==> src/rtl/ucb_nibble_rx_if.sv <==
// ucb_nibble_rx_if: bundles the nibble link (vld/data/stall) and the packet
// holding-register handshake (pkt_* / ack) plus the error flag/clear.
// Modports: slave = the receiver block, master = link sender / CSR consumer.
interface ucb_nibble_rx_if #(
  parameter int BUS_WIDTH  = 4,
  parameter int HDR_WIDTH  = 64,
  parameter int DATA_WIDTH = 64
);
  logic                  ucb_rx_vld;
  logic [BUS_WIDTH-1:0]  ucb_rx_data;
  logic                  ucb_rx_stall;
  logic                  pkt_vld;
  logic [HDR_WIDTH-1:0]  pkt_hdr;
  logic [DATA_WIDTH-1:0] pkt_data;
  logic                  pkt_has_data;
  logic                  pkt_ack;
  logic                  rx_err;
  logic                  rx_err_clr;

  modport slave (
    input  ucb_rx_vld, ucb_rx_data, pkt_ack, rx_err_clr,
    output ucb_rx_stall, pkt_vld, pkt_hdr, pkt_data, pkt_has_data, rx_err
  );

  modport master (
    output ucb_rx_vld, ucb_rx_data, pkt_ack, rx_err_clr,
    input  ucb_rx_stall, pkt_vld, pkt_hdr, pkt_data, pkt_has_data, rx_err
  );
endinterface

==> src/rtl/ucb_nibble_rx.sv <==
// ucb_nibble_rx: reassembles UCB packets (64b header + optional 64b payload for
// WRITE_REQ) from a nibble link, LS nibble first, and holds one packet for the
// CSR side behind a valid/ack handshake. One extra packet can park in the
// assembly register while the holding register is full (skid entry).
// Latency: pkt_vld rises one cycle after the last beat when holding is empty.
// Backpressure: ucb_rx_stall (registered) is high while holding is full or a
// completed packet is parked; beats arriving while parked are dropped and flag rx_err.
// Ports: jbus_gclk, jbus_arst_l (async active-low), rx (ucb_nibble_rx_if.slave).
// Optional: define UCB_RX_TIMEOUT_EN to abandon a packet after TIMEOUT idle cycles.
module ucb_nibble_rx #(
  parameter int BUS_WIDTH  = 4,
  parameter int HDR_WIDTH  = 64,
  parameter int DATA_WIDTH = 64,
  parameter int TIMEOUT    = 255
) (
  input logic            jbus_gclk,
  input logic            jbus_arst_l,
  ucb_nibble_rx_if.slave rx
);

  localparam int HDR_BEATS  = HDR_WIDTH / BUS_WIDTH;
  localparam int DATA_BEATS = DATA_WIDTH / BUS_WIDTH;
  localparam int MAX_BEATS  = (HDR_BEATS > DATA_BEATS) ? HDR_BEATS : DATA_BEATS;
  localparam int CNT_W      = (MAX_BEATS > 1) ? $clog2(MAX_BEATS) : 1;
  localparam logic [CNT_W-1:0] HDR_LAST  = CNT_W'(HDR_BEATS - 1);
  localparam logic [CNT_W-1:0] DATA_LAST = CNT_W'(DATA_BEATS - 1);
  localparam logic [3:0] OPC_WRITE_REQ = 4'b0101;
  localparam logic [3:0] OPC_MAX       = 4'b0110;

  typedef enum logic [1:0] {ST_IDLE, ST_HDR, ST_DATA, ST_DONE} state_t;

  state_t                state_q, state_d;
  logic [CNT_W-1:0]      cnt_q, cnt_d;
  logic [HDR_WIDTH-1:0]  asm_hdr_q, asm_hdr_d;
  logic [DATA_WIDTH-1:0] asm_data_q, asm_data_d;
  logic                  asm_wr_q, asm_wr_d;
  logic                  pkt_vld_q, pkt_vld_d;
  logic [HDR_WIDTH-1:0]  pkt_hdr_q, pkt_hdr_d;
  logic [DATA_WIDTH-1:0] pkt_data_q, pkt_data_d;
  logic                  pkt_has_data_q, pkt_has_data_d;
  logic                  stall_q, stall_d;
  logic                  rx_err_q, rx_err_d;

  // Assembly register contents with the current beat merged in.
  logic [HDR_WIDTH-1:0]  hdr_nxt;
  logic [DATA_WIDTH-1:0] data_nxt;
  // Packet ready to hand over this cycle, and its contents.
  logic                  pkt_done;
  logic [HDR_WIDTH-1:0]  done_hdr;
  logic [DATA_WIDTH-1:0] done_data;
  logic                  done_wr;
  logic                  pop;
  logic                  err_set;

`ifdef UCB_RX_TIMEOUT_EN
  localparam int TO_W = $clog2(TIMEOUT + 1);
  logic [TO_W-1:0] idle_q, idle_d;
`else
  logic unused_timeout;
  assign unused_timeout = (TIMEOUT == 0);
`endif

  always_comb begin
    state_d        = state_q;
    cnt_d          = cnt_q;
    asm_hdr_d      = asm_hdr_q;
    asm_data_d     = asm_data_q;
    asm_wr_d       = asm_wr_q;
    pkt_vld_d      = pkt_vld_q;
    pkt_hdr_d      = pkt_hdr_q;
    pkt_data_d     = pkt_data_q;
    pkt_has_data_d = pkt_has_data_q;
    err_set        = 1'b0;
    pkt_done       = 1'b0;
    done_hdr       = asm_hdr_q;
    done_data      = asm_data_q;
    done_wr        = asm_wr_q;
    pop            = rx.pkt_ack & pkt_vld_q;

    hdr_nxt  = asm_hdr_q;
    data_nxt = asm_data_q;
    for (int i = 0; i < HDR_BEATS; i++) begin
      if (cnt_q == CNT_W'(i)) hdr_nxt[i*BUS_WIDTH +: BUS_WIDTH] = rx.ucb_rx_data;
    end
    for (int i = 0; i < DATA_BEATS; i++) begin
      if (cnt_q == CNT_W'(i)) data_nxt[i*BUS_WIDTH +: BUS_WIDTH] = rx.ucb_rx_data;
    end

    case (state_q)
      ST_IDLE: begin
        // cnt_q is always 0 here, so this beat lands at offset 0.
        if (rx.ucb_rx_vld) begin
          asm_hdr_d = hdr_nxt;
          cnt_d     = CNT_W'(1);
          state_d   = ST_HDR;
        end
      end
      ST_HDR: begin
        if (rx.ucb_rx_vld) begin
          asm_hdr_d = hdr_nxt;
          if (cnt_q == HDR_LAST) begin
            cnt_d = '0;
            if (hdr_nxt[3:0] > OPC_MAX) err_set = 1'b1;
            if (hdr_nxt[3:0] == OPC_WRITE_REQ) begin
              asm_wr_d = 1'b1;
              state_d  = ST_DATA;
            end else begin
              asm_wr_d = 1'b0;
              pkt_done = 1'b1;
              done_hdr = hdr_nxt;
              done_wr  = 1'b0;
              state_d  = ST_DONE;
            end
          end else begin
            cnt_d = cnt_q + CNT_W'(1);
          end
        end
      end
      ST_DATA: begin
        if (rx.ucb_rx_vld) begin
          asm_data_d = data_nxt;
          if (cnt_q == DATA_LAST) begin
            cnt_d     = '0;
            pkt_done  = 1'b1;
            done_data = data_nxt;
            done_wr   = 1'b1;
            state_d   = ST_DONE;
          end else begin
            cnt_d = cnt_q + CNT_W'(1);
          end
        end
      end
      default: begin // ST_DONE: parked packet, no room for more beats
        pkt_done = 1'b1;
        if (rx.ucb_rx_vld) err_set = 1'b1;
      end
    endcase

`ifdef UCB_RX_TIMEOUT_EN
    idle_d = '0;
    if (state_q == ST_HDR || state_q == ST_DATA) begin
      if (!rx.ucb_rx_vld) begin
        if (idle_q == TO_W'(TIMEOUT - 1)) begin
          state_d = ST_IDLE;
          cnt_d   = '0;
          err_set = 1'b1;
        end else begin
          idle_d = idle_q + TO_W'(1);
        end
      end
    end
`endif

    // Hand the finished packet straight to holding when there is room,
    // including the cycle the current occupant is popped.
    if (pkt_done && (!pkt_vld_q || pop)) begin
      pkt_vld_d      = 1'b1;
      pkt_hdr_d      = done_hdr;
      pkt_data_d     = done_wr ? done_data : '0;
      pkt_has_data_d = done_wr;
      state_d        = ST_IDLE;
    end else if (pop) begin
      pkt_vld_d = 1'b0;
    end

    stall_d  = pkt_vld_d | (state_d == ST_DONE);
    rx_err_d = (rx_err_q & ~rx.rx_err_clr) | err_set;
  end

  always_ff @(posedge jbus_gclk or negedge jbus_arst_l) begin
    if (!jbus_arst_l) begin
      state_q        <= ST_IDLE;
      cnt_q          <= '0;
      asm_hdr_q      <= '0;
      asm_data_q     <= '0;
      asm_wr_q       <= 1'b0;
      pkt_vld_q      <= 1'b0;
      pkt_hdr_q      <= '0;
      pkt_data_q     <= '0;
      pkt_has_data_q <= 1'b0;
      stall_q        <= 1'b0;
      rx_err_q       <= 1'b0;
    end else begin
      state_q        <= state_d;
      cnt_q          <= cnt_d;
      asm_hdr_q      <= asm_hdr_d;
      asm_data_q     <= asm_data_d;
      asm_wr_q       <= asm_wr_d;
      pkt_vld_q      <= pkt_vld_d;
      pkt_hdr_q      <= pkt_hdr_d;
      pkt_data_q     <= pkt_data_d;
      pkt_has_data_q <= pkt_has_data_d;
      stall_q        <= stall_d;
      rx_err_q       <= rx_err_d;
    end
  end

`ifdef UCB_RX_TIMEOUT_EN
  always_ff @(posedge jbus_gclk or negedge jbus_arst_l) begin
    if (!jbus_arst_l) idle_q <= '0;
    else              idle_q <= idle_d;
  end
`endif

  assign rx.ucb_rx_stall = stall_q;
  assign rx.pkt_vld      = pkt_vld_q;
  assign rx.pkt_hdr      = pkt_hdr_q;
  assign rx.pkt_data     = pkt_data_q;
  assign rx.pkt_has_data = pkt_has_data_q;
  assign rx.rx_err       = rx_err_q;

endmodule

==> src/flat_wrapper.sv <==
// flat-port wrapper written by rule: the top's interface ports become plain ports
module ucb_nibble_rx_flat 
#(
  parameter int BUS_WIDTH  = 4,
  parameter int HDR_WIDTH  = 64,
  parameter int DATA_WIDTH = 64,
  parameter int TIMEOUT    = 255
)
  (jbus_gclk, jbus_arst_l, rx_ucb_rx_vld, rx_ucb_rx_data, rx_pkt_ack, rx_rx_err_clr, rx_ucb_rx_stall, rx_pkt_vld, rx_pkt_hdr, rx_pkt_data, rx_pkt_has_data, rx_rx_err);
  ucb_nibble_rx_if #(.BUS_WIDTH(BUS_WIDTH), .HDR_WIDTH(HDR_WIDTH), .DATA_WIDTH(DATA_WIDTH)) rx_i ();
  input logic jbus_gclk;
  input logic jbus_arst_l;
  input wire logic [$bits(rx_i.ucb_rx_vld)-1:0] rx_ucb_rx_vld;
  input wire logic [$bits(rx_i.ucb_rx_data)-1:0] rx_ucb_rx_data;
  input wire logic [$bits(rx_i.pkt_ack)-1:0] rx_pkt_ack;
  input wire logic [$bits(rx_i.rx_err_clr)-1:0] rx_rx_err_clr;
  output wire logic [$bits(rx_i.ucb_rx_stall)-1:0] rx_ucb_rx_stall;
  output wire logic [$bits(rx_i.pkt_vld)-1:0] rx_pkt_vld;
  output wire logic [$bits(rx_i.pkt_hdr)-1:0] rx_pkt_hdr;
  output wire logic [$bits(rx_i.pkt_data)-1:0] rx_pkt_data;
  output wire logic [$bits(rx_i.pkt_has_data)-1:0] rx_pkt_has_data;
  output wire logic [$bits(rx_i.rx_err)-1:0] rx_rx_err;
  assign rx_i.ucb_rx_vld = rx_ucb_rx_vld;
  assign rx_i.ucb_rx_data = rx_ucb_rx_data;
  assign rx_i.pkt_ack = rx_pkt_ack;
  assign rx_i.rx_err_clr = rx_rx_err_clr;
  assign rx_ucb_rx_stall = rx_i.ucb_rx_stall;
  assign rx_pkt_vld = rx_i.pkt_vld;
  assign rx_pkt_hdr = rx_i.pkt_hdr;
  assign rx_pkt_data = rx_i.pkt_data;
  assign rx_pkt_has_data = rx_i.pkt_has_data;
  assign rx_rx_err = rx_i.rx_err;
  ucb_nibble_rx #(.BUS_WIDTH(BUS_WIDTH), .HDR_WIDTH(HDR_WIDTH), .DATA_WIDTH(DATA_WIDTH), .TIMEOUT(TIMEOUT)) u_core (.jbus_gclk(jbus_gclk), .jbus_arst_l(jbus_arst_l), .rx(rx_i));
endmodule
==> config.mk <==
export PLATFORM = sky130hd
export DESIGN_NAME = ucb_nibble_rx_flat
export DESIGN_NICKNAME = d
export VERILOG_FILES = /design/src/rtl/ucb_nibble_rx_if.sv /design/src/rtl/ucb_nibble_rx.sv /design/src/flat_wrapper.sv
export SDC_FILE = /design/constraint.sdc
export NUM_CORES = 1
export LEC_CHECK = 0
export CAP_MARGIN = 20
export CELL_PAD_IN_SITES_DETAIL_PLACEMENT = 1
export CELL_PAD_IN_SITES_GLOBAL_PLACEMENT = 2
export CORE_ASPECT_RATIO = 0.6
export CORE_MARGIN = 1.5
export CORE_UTILIZATION = 42
export DETAILED_ROUTE_END_ITERATION = 12
export PLACE_DENSITY = 0.82
export SYNTH_ARGS = -nofsm -noshare
export SYNTH_HDL_FRONTEND = slang
export SYNTH_SLANG_ARGS = --single-unit
==> constraint.sdc <==
create_clock -name jbus_gclk -period 5.53 [get_ports jbus_gclk]
set_input_delay 1.106 -clock jbus_gclk [delete_from_list [all_inputs] [get_ports jbus_gclk]]
set_output_delay 1.106 -clock jbus_gclk [all_outputs]
set_load 0.02 [all_outputs]
# --- After elaboration in Yosys (flattened, before gate mapping) ---
# Cells that the tools add are included.
totals:
  register_bits: 267
  input_bits: 9
  out_inout_bits: 132
  wordCells: 124
op_classes:
  add_sub_neg: 1
  order_cmp: 1
  eq_ne: 21
  mux: 72
  bitwise_logic: 5
  reduce_logical: 13
ops:
  columns: ["op", "n"]
  rows:
  - ["64-bit 2-to-1 mux", 8]
  - ["4-bit 2-to-1 mux", 35]
  - ["4-bit == test, second input constant", 8]
  - ["4-bit by 3-bit == test with 1-bit output, second input constant", 5]
  - ["1-bit 2-to-1 mux", 18]
  - ["2-bit 2-to-1 mux", 6]
  - ["4-bit by 2-bit == test with 1-bit output, second input constant", 2]
  - ["4-bit one-hot mux with 2 select lines", 1]
  - ["2-bit one-hot mux with 3 select lines", 1]
  - ["3-bit AND reduction", 2]
  - ["2-bit OR reduction", 3]
  - ["4-bit by 1-bit adder with 4-bit output, second input constant", 1]
  - ["2-bit == test, second input constant", 2]
  - ["4-bit by 1-bit == test with 1-bit output, second input constant", 1]
  - ["4-bit by 3-bit greater-than comparator with 1-bit output, second input constant", 1]
  - ["4-bit zero test", 1]
  - ["1-bit one-hot mux with 2 select lines", 2]
  - ["2-bit AND reduction", 2]
  - ["1-bit one-hot mux with 3 select lines", 1]
  - ["1-bit bitwise AND", 2]
  - ["2-bit by 1-bit == test with 1-bit output, second input constant", 1]
  - ["2-bit zero test", 1]
  - ["2-bit by 1-bit != test with 1-bit output, second input constant", 1]
  - ["2-bit != test, second input constant", 1]
  - ["other kinds (6)", 7]

# --- Longest topological paths before layout ---
logic_depth:
  depth_word: 11
  ltp_mapped: 12
  ltp_nobuf: 7

# --- Least setup slack after synthesis ---
# Ideal clock, no wire load.
synth_path:
  path_kind: "input to register"
  start: "input port rx_ucb_rx_data[0]"
  end: "register u_core.pkt_hdr_q[52], in the netlist u_core.rx.pkt_hdr[52]"
  setup_ns: 0.125
  arrival_ns: 2.694
  required_ns: 5.405
  slack_ns: 2.711
  cell_stages: 6
  path_buffers: 1
  cell_sequence: "nor4bb_1 -> mux2_4 -> clkbuf_1 -> nor3_1 -> mux2_2 -> mux2_4"
synth_between:
  elab_chain_len: 7
  elab_cells_between_ends: 12
  classes_between: "eq/ne: 1; mux: 10; reduce/logical: 1"
synth_lines:
  columns: ["item", "line_no", "text"]
  rows:
  - ["start: declaration", "flat_wrapper.sv:14", "input wire logic [$bits(rx_i.ucb_rx_data)-1:0] rx_ucb_rx_data;"]
  - ["4-bit 2-to-1 mux", "ucb_nibble_rx.sv:83", "if (cnt_q == CNT_W'(i)) hdr_nxt[i*BUS_WIDTH +: BUS_WIDTH] = rx.ucb_rx_data;"]
  - ["4-bit by 3-bit == test with 1-bit output", "ucb_nibble_rx.sv:104", "if (hdr_nxt[3:0] == OPC_WRITE_REQ) begin"]
  - ["1-bit 2-to-1 mux", "ucb_nibble_rx.sv:104", null]
  - ["1-bit 2-to-1 mux", "ucb_nibble_rx.sv:101", "if (cnt_q == HDR_LAST) begin"]
  - ["1-bit 2-to-1 mux", "ucb_nibble_rx.sv:99", "if (rx.ucb_rx_vld) begin"]
  - ["1-bit one-hot mux with 3 select lines", "ucb_nibble_rx.sv:89", "case (state_q)"]
  - ["1-bit logical AND", "ucb_nibble_rx.sv:156", "if (pkt_done && (!pkt_vld_q || pop)) begin"]
  - ["end signal: assignment", "ucb_nibble_rx.sv:190", "pkt_hdr_q <= pkt_hdr_d;"]
  - ["end: declaration", "ucb_nibble_rx.sv:38", "logic [HDR_WIDTH-1:0] pkt_hdr_q, pkt_hdr_d;"]
# Parallel ways exist; a longest one is shown, timed or not.
# A chain may end at the register's enable or synchronous reset.

# --- Worst setup path in the final report ---
layout_path:
  start: "input port rx_ucb_rx_data[2]"
  end: "register u_core.pkt_hdr_q[40], in the netlist u_core.rx.pkt_hdr[40]"
layout_between:
  elab_chain_len: 7
  elab_cells_between_ends: 11
  classes_between: "eq/ne: 1; mux: 9; reduce/logical: 1"
layout_lines:
  columns: ["item", "line_no"]
  rows:
  - ["4-bit 2-to-1 mux *", "ucb_nibble_rx.sv:83"]
  - ["4-bit by 3-bit == test with 1-bit output *", "ucb_nibble_rx.sv:104"]
  - ["1-bit 2-to-1 mux", "ucb_nibble_rx.sv:104"]
  - ["1-bit 2-to-1 mux", "ucb_nibble_rx.sv:101"]
  - ["1-bit 2-to-1 mux", "ucb_nibble_rx.sv:99"]
  - ["1-bit one-hot mux with 3 select lines", "ucb_nibble_rx.sv:89"]
  - ["1-bit logical AND", "ucb_nibble_rx.sv:156"]
# Every way passes the cells marked *; elsewhere a longest branch is shown, timed or not.

==> impl_metrics.json <==
{
  "syn_inst": 740,
  "cts_tree": "done",
  "hp-class": "reg -> reg",
  "grtUsageTotal_pct": 20.31,
  "first_global_vias": 7235,
  "clkSinkCount": 267,
  "core-area_mm2": 0.02528,
  "multi_input_area_mm2": 0.003866,
  "postCtsSetupBuffers": 0,
  "n_fill_cell": 2412,
  "dp.final_hpwl_um": 16950,
  "io-pin-count": 141,
  "status": "completed",
  "cts-hold-fix-buffers": 0,
  "avgRoutedWirePerCell_um": 21.84,
  "clock-root-buffer": "clkbuf_16",
  "synth_top_area_cell": "dfrtp_1",
  "p_comb_share_pct": 23.6,
  "ctsLongestPathBuffers": 3,
  "power.switching_mw": 1.640,
  "port_buffers": 140,
  "path_max_fanout": 72,
  "grt_pass1_wl_um": 42320,
  "clk_latency_ns": 0.54,
  "syn_area_mm2": 0.01081,
  "worstSetupStartpointType": "input port",
  "p_clk_share_pct": 33.5,
  "fin_worst_skew_ns": 0.01086,
  "post-route-period-util_pct": 63.91,
  "yosysSeqAreaShare_pct": 61.79,
  "rsz0062_at_grt": "false",
  "synth-seq-cells": 267,
  "criticalPathCategory": "in -> reg",
  "ant_nets": 0,
  "via_per_inst": 5.441,
  "drt_wl_total_um": 26420,
  "finalSetupTns_ns": 0,
  "synthFlopType": "dfrtp_1",
  "drt-pass1-iter-count": 4,
  "rows": 45,
  "final_area_mm2": 0.01334,
  "slowest_stage": "buf_2",
  "yosysWarnings": 0,
  "syn_nets": 758,
  "fin_util_pct": 52.78,
  "p_int_mw": 3.922,
  "drive_gt1_share_pct": 29.97,
  "setup_viol": 0,
  "die_area_mm2": 0.02675,
  "ff_latch_area_mm2": 0.006681,
  "p_leak_nw": 6.422,
  "maxSlewHeadroom_pct": 32.41,
  "start_util_pct": 42.77,
  "synth_edf_count": 0,
  "hold_violations": 0,
  "cpPeakStageDelay_ns": 0.75,
  "powerDensity_mw_per_mm2": 416.9,
  "die_x_um": 210.1,
  "crit_chain": "buf_2 -> nor4bb_1 -> mux2_4 -> a211o_1 -> a21o_4 -> buf_12 -> mux2_2",
  "globalplace.congestion": 0.7971,
  "synth_area_leaders": "dfrtp_1 62%, mux2_2 19%, a22o_1 4.5%",
  "antenna_found_initial": 0,
  "area_growth_pct": 23.40,
  "stdcell_count": 1210,
  "via_count": 6584,
  "placed_area_mm2": 0.01243,
  "gr-total-overflow": 0,
  "grt_max_degree": 142,
  "synth.cells.most_frequent": "267 x dfrtp_1, 183 x mux2_2, 56 x a22o_1",
  "cp.arrival_ns": 3.95,
  "drcViolationCount": 0,
  "numCtsBuffers": 25,
  "swShare_pct": 29.49,
  "cts_resized": 0,
  "yosysUniqueCellTypes": 43,
  "clk_pin_slew_worst_paths_ns": 0.06,
  "first_iter_violations": 282,
  "drv_slew": 0,
  "htreeDepth": 1,
  "synth_top_area_share_pct": 61.79,
  "dieHeight_um": 127.3,
  "nets": 880,
  "max-vdd-ir-drop_v": 0.0002181,
  "fmax_mhz": 282.9,
  "end_kind": "flop",
  "dp_cells": 1163,
  "tightest_slew_ns": 1.014,
  "required_ns": 5.95,
  "share_seq_of_total_power_pct": 42.9,
  "post-synth-top-count-cell": "dfrtp_1",
  "hold_ws_ns": 0.4872,
  "fin_crit_ns": 3.534,
  "postSynthAreaPerCell_um2": 14.61,
  "antenna_cells": 0,
  "async_flop_share_pct": 100.0,
  "drv_cap": 0
}
[state kept, by name, summed over array words and instances, names as in the netlist, 2 cells and up]
| signal | count |
|---|---|
| u_core.asm_data_q | 64 |
| u_core.asm_hdr_q | 64 |
| u_core.rx.pkt_data | 64 |
| u_core.rx.pkt_hdr | 64 |
| u_core.cnt_q | 4 |
| u_core.state_q | 2 |
[cell type report]
class,instances,area share [%]
sequential,267,50.08
clock inverter,16,1.707
clock buffer,30,4.979
inverter,8,0.2251
multi-input combinational,415,28.98
tap,329,3.085
timing repair buffer,145,10.95
[cells by family (layout without fill, tap and decap cells)]
family,count (synthesis),in the layout,share of synthesized area (%)
compound gates,97,97,7.313
fa+ha+maj,9,9,1.041
buf+inv,58,199,2.592
flops,267,267,61.79
mux,218,218,23.36
simple gates,91,91,3.900
[power by group through the flow]
stage	logic (mW)	clock network (mW)	registers [mW]
2_1_floorplan	0.696	0	2.53
3_3_place_gp	1.27	0	2.41
3_5_place_dp	1.32	0	2.43
4_1_cts	1.33	1.90	2.39
5_1_grt	1.41	1.98	2.42
6_report	1.31	1.86	2.39
[routing by layer]
layer,global-route usage (%),up-vias,part of all wire (%)
met4,4.570,0,1.5
met2,31.52,127,46
met3,2.778,33,3.4
li1,-,2908,-
met5,0,-,0
met1,30.46,3516,49
[per-stage QoR]
| stage | power (mW) | setup slack (ns) |
|---|---|---|
| after floorplan | 3.224 | 2.711 |
| after global placement | 3.679 | 1.490 |
| after detailed placement | 3.752 | 1.443 |
| after CTS | 5.627 | 1.982 |
| after global routing | 5.814 | 1.757 |
| final | 5.562 | 1.996 |
[cell usage in the layout (no fill, tap or decap), drive strengths merged, types with 8 or more instances in the layout]
master / synthesis / layout
dfrtp: 267 / 267
mux2: 206 / 206
clkdlybuf4s50: 0 / 135
a22o: 56 / 56
nand2: 32 / 32
clkbuf: 27 / 30
nor2: 27 / 27
mux2i: 12 / 12
o2bb2ai: 12 / 12
clkinv: 0 / 10
buf: 23 / 10
ha: 9 / 9
inv: 8 / 9
nand3: 8 / 8
o21ai: 8 / 8
[path summary, 6_finish.rpt]
kind	end	cells past startpoint	slack (ns)	from
worst max-delay path	u_core.rx.pkt_hdr[40]	7	2.00	rx_ucb_rx_data[2]
worst min-delay path	u_core.rx.pkt_data[14]	1	0.49	u_core.asm_data_q[14]
worst max register to register	u_core.rx.pkt_hdr[42]	8	2.20	u_core.cnt_q[0]
worst min register to register	u_core.rx.pkt_data[14]	1	0.49	u_core.asm_data_q[14]
max in group asynchronous	u_core.asm_data_q[61]	2	3.53	jbus_arst_l
min in group asynchronous	u_core.rx.pkt_hdr[37]	1	0.64	jbus_arst_l
[critical path: cells and delay by family]
kind	cells	cell delay (ns)
AND/OR/NAND/NOR	1	0.30
buffers and inverters	2	1.12
AO/OA/AOI/OAI	2	0.64
multiplexers	2	0.67
Power figures use the tool's default switching activity.
